[src/rtl/rob_multi.sv]
// Reorder buffer: compacted multi-lane allocation, multi-port completion,
// in-order multi-lane commit and partial squash behind a surviving branch tag.
module rob_multi #(
  parameter int DEPTH     = 16,
  parameter int ALLOC_W   = 2,
  parameter int COMMIT_W  = 2,
  parameter int CPL_PORTS = 2,
  parameter int PREG_BITS = 6,
  parameter int TAG_BITS  = $clog2(DEPTH)
) (
  input  logic                          clk,
  input  logic                          rst,
  input  logic [ALLOC_W-1:0]            alloc_valid,
  input  logic [ALLOC_W*5-1:0]          alloc_ard,
  input  logic [ALLOC_W*PREG_BITS-1:0]  alloc_prd,
  input  logic [ALLOC_W*PREG_BITS-1:0]  alloc_prd_old,
  input  logic [ALLOC_W-1:0]            alloc_reg_write,
  output logic                          alloc_ready,
  output logic [ALLOC_W*TAG_BITS-1:0]   alloc_tag,
  input  logic [CPL_PORTS-1:0]          cpl_valid,
  input  logic [CPL_PORTS*TAG_BITS-1:0] cpl_tag,
  input  logic                          flush_en,
  input  logic [TAG_BITS-1:0]           flush_tag,
  input  logic                          commit_stall,
  output logic [COMMIT_W-1:0]           commit_valid,
  output logic [COMMIT_W*5-1:0]         commit_ard,
  output logic [COMMIT_W*PREG_BITS-1:0] commit_prd,
  output logic [COMMIT_W*PREG_BITS-1:0] commit_prd_old,
  output logic [COMMIT_W-1:0]           commit_reg_write,
  output logic [TAG_BITS-1:0]           head_tag,
  output logic [TAG_BITS:0]             count,
  output logic                          full,
  output logic                          empty
);
  localparam int CNT_W = TAG_BITS + 1;
  localparam logic [CNT_W-1:0] DEPTH_C = CNT_W'(DEPTH);
  localparam logic [CNT_W-1:0] ALLOC_C = CNT_W'(ALLOC_W);

  genvar gi;

  logic [TAG_BITS-1:0]  head_q, head_d, tail_q, tail_d;
  logic [CNT_W-1:0]     count_q, count_d;
  logic [CNT_W-1:0]     n_alloc, n_commit;
  logic [TAG_BITS-1:0]  alloc_off;
  logic [TAG_BITS-1:0]  lane_tag [ALLOC_W];
  logic [TAG_BITS-1:0]  flush_age;
  logic                 flush_live;
  logic                 commit_run;
  logic [COMMIT_W-1:0]  lane_ok;
  logic [DEPTH-1:0]     ent_valid, ent_ready, ent_rw;
  logic [4:0]           ent_ard     [DEPTH];
  logic [PREG_BITS-1:0] ent_prd     [DEPTH];
  logic [PREG_BITS-1:0] ent_prd_old [DEPTH];

  // Liveness is purely age-based: age = (tag - head) mod DEPTH, live iff age < count.
  assign flush_age   = flush_tag - head_q;
  assign flush_live  = flush_en && ({1'b0, flush_age} < count_q);
  assign alloc_ready = ((DEPTH_C - count_q) >= ALLOC_C) && !flush_en;

  always_comb begin
    alloc_off = '0;
    for (int i = 0; i < ALLOC_W; i++) begin
      lane_tag[i] = tail_q + alloc_off;
      alloc_off   = alloc_off + TAG_BITS'(alloc_valid[i]);
    end
    n_alloc = alloc_ready ? CNT_W'(alloc_off) : '0;
  end

  for (gi = 0; gi < ALLOC_W; gi++) begin : g_alloc
    assign alloc_tag[gi*TAG_BITS +: TAG_BITS] = lane_tag[gi];
  end

  // A flushing branch bounds commit: nothing younger than it may retire.
  for (gi = 0; gi < COMMIT_W; gi++) begin : g_commit
    logic [TAG_BITS-1:0] idx;
    assign idx = head_q + TAG_BITS'(gi);
    assign lane_ok[gi] = (CNT_W'(gi) < count_q) && ent_valid[idx] && ent_ready[idx]
                         && (!flush_live || (TAG_BITS'(gi) <= flush_age));
    assign commit_ard[gi*5 +: 5]                    = ent_ard[idx];
    assign commit_prd[gi*PREG_BITS +: PREG_BITS]     = ent_prd[idx];
    assign commit_prd_old[gi*PREG_BITS +: PREG_BITS] = ent_prd_old[idx];
    assign commit_reg_write[gi]                      = ent_rw[idx];
  end

  always_comb begin
    commit_run   = !commit_stall;
    commit_valid = '0;
    n_commit     = '0;
    for (int k = 0; k < COMMIT_W; k++) begin
      commit_run      = commit_run && lane_ok[k];
      commit_valid[k] = commit_run;
      n_commit        = n_commit + CNT_W'(commit_run);
    end
  end

  always_comb begin
    head_d = head_q + n_commit[TAG_BITS-1:0];
    if (flush_live) begin
      tail_d  = flush_tag + TAG_BITS'(1);
      count_d = CNT_W'(flush_age) + CNT_W'(1) - n_commit;
    end else begin
      tail_d  = tail_q + n_alloc[TAG_BITS-1:0];
      count_d = count_q + n_alloc - n_commit;
    end
  end

  always_ff @(posedge clk) begin
    if (rst) begin
      head_q  <= '0;
      tail_q  <= '0;
      count_q <= '0;
    end else begin
      head_q  <= head_d;
      tail_q  <= tail_d;
      count_q <= count_d;
    end
  end

  for (gi = 0; gi < DEPTH; gi++) begin : g_entry
    logic [TAG_BITS-1:0]  age;
    logic                 live, clr, cpl_hit, alloc_hit;
    logic                 valid_q, ready_q, rw_q, wr_rw;
    logic [4:0]           ard_q, wr_ard;
    logic [PREG_BITS-1:0] prd_q, prd_old_q, wr_prd, wr_prd_old;

    assign age  = TAG_BITS'(gi) - head_q;
    assign live = {1'b0, age} < count_q;
    assign clr  = ({1'b0, age} < n_commit) || (flush_live && (age > flush_age));

    always_comb begin
      cpl_hit = 1'b0;
      for (int p = 0; p < CPL_PORTS; p++)
        if (cpl_valid[p] && (cpl_tag[p*TAG_BITS +: TAG_BITS] == TAG_BITS'(gi)))
          cpl_hit = 1'b1;
    end

    always_comb begin
      alloc_hit  = 1'b0;
      wr_ard     = '0;
      wr_prd     = '0;
      wr_prd_old = '0;
      wr_rw      = 1'b0;
      for (int i = 0; i < ALLOC_W; i++) begin
        if (alloc_ready && alloc_valid[i] && (lane_tag[i] == TAG_BITS'(gi))) begin
          alloc_hit  = 1'b1;
          wr_ard     = alloc_ard[i*5 +: 5];
          wr_prd     = alloc_prd[i*PREG_BITS +: PREG_BITS];
          wr_prd_old = alloc_prd_old[i*PREG_BITS +: PREG_BITS];
          wr_rw      = alloc_reg_write[i];
        end
      end
    end

    // Allocation only targets non-live slots, so it never collides with clr.
    always_ff @(posedge clk) begin
      if (rst || clr) begin
        valid_q <= 1'b0;
        ready_q <= 1'b0;
      end else if (alloc_hit) begin
        valid_q <= 1'b1;
        ready_q <= 1'b0;
      end else if (cpl_hit && live) begin
        ready_q <= 1'b1;
      end
    end

    always_ff @(posedge clk) begin
      if (alloc_hit) begin
        ard_q     <= wr_ard;
        prd_q     <= wr_prd;
        prd_old_q <= wr_prd_old;
        rw_q      <= wr_rw;
      end
    end

    assign ent_valid[gi]   = valid_q;
    assign ent_ready[gi]   = ready_q;
    assign ent_rw[gi]      = rw_q;
    assign ent_ard[gi]     = ard_q;
    assign ent_prd[gi]     = prd_q;
    assign ent_prd_old[gi] = prd_old_q;
  end

  assign head_tag = head_q;
  assign count    = count_q;
  assign full     = (count_q == DEPTH_C);
  assign empty    = (count_q == '0);
endmodule

[config.mk]
export PLATFORM = sky130hd
export DESIGN_NAME = rob_multi
export DESIGN_NICKNAME = d
export VERILOG_FILES = /design/src/rtl/rob_multi.sv
export SDC_FILE = /design/constraint.sdc
export NUM_CORES = 1
export LEC_CHECK = 0
export ABC_AREA = 1
export CORE_ASPECT_RATIO = 0.75
export CORE_UTILIZATION = 30
export DETAILED_ROUTE_END_ITERATION = 8
export GPL_TIMING_DRIVEN = 1
export MAX_ROUTING_LAYER = met4
export SKIP_CTS_REPAIR_TIMING = 1
export SLEW_MARGIN = 20
export SYNTH_ARGS = -nofsm -noshare
export SYNTH_HDL_FRONTEND = slang
export SYNTH_SLANG_ARGS = --single-unit
[constraint.sdc]
create_clock -name clk -period 18.9 [get_ports clk]
set_clock_uncertainty 0.1 [all_clocks]
set_input_delay 5.67 -clock clk [delete_from_list [all_inputs] [get_ports clk]]
set_output_delay 5.67 -clock clk [all_outputs]
set_load 0.01 [all_outputs]
# After elaboration in Yosys (flattened, before gate mapping)
# Index checks and enable logic that the tools add are counted.
# Widths: inputs -> output; s select.
# totals
out_inout_bits	58
reg_bits	333
# op_classes
n_reduce_logical	166
n_addsub	29
bitwise_logic	2
mux	225
n_eq_ne	61
order_cmp	58
# ops
op	n
$mux 6	72
$mux 5	37
$eq 4x4->1 const B	32
$logic_and 1x1->1	108
$mux 1	102
$bmux 6 s4	4
$lt 4x5->1	17
$eq 4x3->1 const B	16
$gt 4x4->1	16
$lt 4x2->1	16
$bmux 5 s4	2
$logic_or 1x1->1	34
$eq 4x2->1 const B	8
$reduce_or 2->1	16
$sub 4x4->4 const A	8
$bmux 1 s4	6
$eq 4x1->1 const B	4
$logic_not 4->1	4
$sub 3x4->4 const A	4
$ge 5x5->1 const B	2
$lt 1x5->1 const A	2
$lt 4x5->1 const B	2
$not 4->5	2
$sub 5x2->5	2
other kinds (17)	25

# Logic depth before layout (Yosys ltp)
# logic_depth
ltp_word	13
depth_mapped	29
ltp_nobuf	27

# Worst setup path before layout
# No wires, ideal clock.
# synth_path
kind	input to output
start	in flush_tag[2]
end	out commit_valid[1]
path_slack_ps	5094
arrival_time_ps	8036
cell_stages	15
required_ps	13130
path_buffers	1
path_cell_list	ha_1 -> a21oi_1 -> nand3_1 -> nand2_1 -> inv_1 -> ha_1 -> inv_1 -> nor2_1 -> nand3_1 -> nand3_1 -> nor2_1 -> a21boi_0 -> nand2_1 -> nor2_1 -> buf_4
# synth_via
elab_chain_cells	8
# synth_rtl
item	line	rtl
start: declaration	23	input logic [TAG_BITS-1:0] flush_tag,
$sub 4x4->4 *	56	assign flush_age = flush_tag - head_q;
$lt 4x5->1	57	assign flush_live = flush_en && ({1'b0, flush_age} < count_q);
$logic_and 1x1->1	57	
$logic_not 1->1	78	&& (!flush_live || (TAG_BITS'(gi) <= flush_age));
$logic_or 1x1->1	78	
$logic_and 1x1->1	78	
$logic_and 1x1->1	90	commit_run = commit_run && lane_ok[k];
$logic_and 1x1->1 *	90	
end: declaration	25	output logic [COMMIT_W-1:0] commit_valid,
# Every way passes the cells marked *; elsewhere a longest branch is shown, timed or not.

# Worst setup path after layout
# layout_path
start	in flush_tag[0]
end	out commit_valid[1]
# The elaborated chain is that of the path after synthesis.

==> results.md <==
- Cell-internal power: 1.55 mW
- Largest net degree at the start of global routing: 256
- Worst flop-to-flop path startpoint: head_tag[1]
- Finished Core Util: 34.0%
- First drt pass iteration count: 6
- Psw: ~0.89 mW
- Worst Path Arrival: 9.42 ns
- Post-Route Setup TNS: 0 ns
- Status: finished, final reports clean
- Htree depth: 2
- Hold WC Path Type: reg -> reg
- Lkg Pwr: 10.7 nW
- Initial core utilization: 30.5%
- Pwr per Cell Area: 88.7 mW/mm2
- Area growth from synthesis to layout: 11.7%
- Drt initial violations: around 3600
- Clock share of power: 30.8%
- Worst Setup SP: flush_tag[0]
- Sequential share of the synthesized area: 38.8%
- Initial antenna violation count: 0
- DIE HEIGHT: 250 um
- Switching share of power: 36.4%
- Period minus WS final: 15.19 ns
- Ys flop type: edfxtp_1
- Clk pin slew, worst setup/hold paths: approximately 0.060 ns
- Commonest cells after routing, fill and taps aside: 635 x nand2_1, 484 x o21ai_0, 462 x nor2_1
- Share of cells above drive strength 1: 4.62%
- Ys async rst share: 0%
- Pins Over Slew Limit: 0
- Core area: slightly above 0.08 mm2
- Final setup fails: 0
- Crit path buf inv count: 6
- Crit path largest cell delay: 0.61 ns
- Commonest non-fill, non-tap cell in the layout: nand2_1
- Clock root buffer: clkbuf_16
- Synth warnings: 0
- Wire per inst: 22.6 um
- CTS Sinks: 333
- DP HPWL: between 50000 and 60000 um
- Vias/cell: 5.48
- Nets: ~3500
- EDFF count, synth: 288
- Avg Cell Area, Syn: about 7.2 um2
- Diodes inserted: 0
- Buffers on Ports: 113
- Die Area: around 0.083 mm2
- Worst-Skew Late Latency: 0.59 ns
- Clock tree buffer depth: 3
- Synthesized net count: 3594
- CP Cell Sequence: clkdlybuf4s50_1 -> inv_1 -> ha_1 -> inv_1 -> nand3_1 -> nand2_1 -> nand2_1 -> nand2_1 -> inv_1 -> ha_1 -> inv_1 -> nor2_1 -> nand3_1 -> nand3_1 -> nor2_1 -> a21boi_0 -> nand2_1 -> nor2_1 -> clkdlybuf4s50_1
- Combinational Power Share: 30.7%
- Mapped cell area: roughly 0.025 mm2
- Drt total wl: 101000 um
- Reg2reg end: count[4]
- WP data required: 13.13 ns
- # DRC: 0
- Crit path launch type: input pin
- Crit path depth: 19
- Setup slack, reg-to-reg: 12.40 ns
- Std-Cell Rows: 90
- CP top delay family: simple AND/OR/NAND/NOR gates
- Peak Freq: 65.8 MHz
- End of the critical path: commit_valid[1]
- Register share of total power: about two fifths
- R2R cell count: 23
- Maximum VDD drop: 0.0589 mV
- CTS buffer count: 39
- Post-synthesis cell type count: 41
- Tot GR Track Use: 24.3%
- CP Max Fanout: 20
- Syn Inst Count: 3423
- First-pass GRT wire length: 147000 um
- Die width: approximately 330 um
- CP endpoint kind: primary output
- Worst path slowest cell: clkdlybuf4s50_1
- Seq cells post-synth: 333
- CTS tree: yes
- Vias in the first global route: 22000
- Antenna-violating nets left: 0
- Total vias in the final route: 24400
- Placer Congestion: 0.891
- Worst-Margin Slew: 1.16 ns
- Final Cycle Share: 80.4%
- Boundary pin count: 114
- WS Path Type: in -> out
- RSZ-0062 raised after global routing: false
- Relative slew margins: 22.6%
- GRT overflow: 0
- Final hold violations: 0
- Max Cap Viol: 0
[cell families after synthesis]
family | after synthesis | share of synthesized area [%]
compound gates | 941 | 20.2
simple gates | 1441 | 24.1
xor+xnor | 14 | 0.498
fa+ha+maj | 115 | 6.06
buf+inv | 579 | 10.4
flops | 333 | 38.8
[per-stage QoR]
| stage | instance area [um2] | hold slack, ns | power [mW] | setup slack [ns] | instances |
|---|---|---|---|---|---|
| after floorplan | 24600 | 0.373 | 1.39 | 5.09 | 3423 |
| after global placement | 26300 | 0.390 | 1.68 | 3.75 | 4382 |
| after detailed placement | 26300 | 0.396 | 1.69 | 3.74 | 4382 |
| after CTS | 27500 | 0.406 | 2.43 | 3.73 | 4454 |
| after global routing | 27500 | 0.438 | 2.55 | 3.38 | 4454 |
| final | 27500 | 0.409 | 2.44 | 3.71 | 4454 |
[cell usage after synthesis (6+ instances only)]
| master | number | area share (%) |
|---|---|---|
| dfxtp_1 | 45 | 3.7 |
| inv_1 | 298 | 4.5 |
| o211ai_1 | 78 | 2.4 |
| buf_2 | 74 | 1.5 |
| fa_1 | 7 | 0.57 |
| buf_4 | 19 | 0.58 |
| o21bai_1 | 6 | 0.18 |
| nand3_1 | 299 | 6.1 |
| clkbuf_1 | 123 | 1.9 |
| xor2_1 | 12 | 0.43 |
| a21oi_1 | 259 | 5.3 |
| nand4_1 | 23 | 0.58 |
| ha_1 | 108 | 5.5 |
| clkbuf_2 | 11 | 0.22 |
| buf_1 | 22 | 0.34 |
| a22oi_1 | 8 | 0.24 |
| nand2_1 | 640 | 9.8 |
| buf_6 | 16 | 0.73 |
| o21ai_1 | 92 | 1.9 |
| nor2_1 | 462 | 7.0 |
| edfxtp_1 | 288 | 35 |
| o21ai_0 | 484 | 9.8 |
[how the worst min path moves through the flow]
stage               cells after the start  slack (ns)             endpoint                 from
floorplan                               2        0.37   g_entry[2].ready_q   g_entry[2].ready_q
global placement                        2        0.39  g_entry[14].ready_q  g_entry[14].ready_q
detailed placement                      2        0.40   g_entry[3].ready_q   g_entry[3].ready_q
CTS                                     2        0.41   g_entry[3].ready_q   g_entry[3].ready_q
global route                            2        0.44  g_entry[10].ready_q  g_entry[10].ready_q
finish                                  2        0.41   g_entry[8].ready_q   g_entry[8].ready_q
[power groups by stage]
stage	combinational, mW	clock [mW]	sequential, mW
detailed placement	0.736	0	0.956
CTS	0.741	0.753	0.940
finish	0.749	0.750	0.940
global route	0.823	0.778	0.950
floorplan	0.446	0	0.942
global placement	0.731	0	0.954
[per-layer routing]
metal  vias to the layer above  part of all wire, %  wire, um  GRT usage (%)
li1                      11400                    -         -              -
met4                         0                  3.0      3070           6.90
met5                         -                    0         0              -
met2                      1549                   41     41000           34.5
met1                     11200                   44     43900           34.7
met3                       198                   12     12500           4.67
[cell type report]
class,count,area (um2)
fillers,8508,53400
multi-input cells,2511,12700
flip-flops and latches,333,9560
repair buffers,173,1590
well taps,1058,1320
inverters,307,1160
clock buffers,47,1010
clock inverters,25,203
[tightest hold or removal path, stage by stage (launching register included)]
cell and delay (ns):
dfxtp_1 0.32, nor2_1 0.10, nor2_1 0.05
[sequential cells by signal, indices dropped and copies added (netlist names)]
signal	count
head_tag	4
g_entry.ready_q	16
g_entry.ard_q	80
count	5
g_entry.rw_q	16
g_entry.valid_q	16
tail_q	4
g_entry.prd_old_q	96
g_entry.prd_q	96
(Power assumes the default switching activity.)
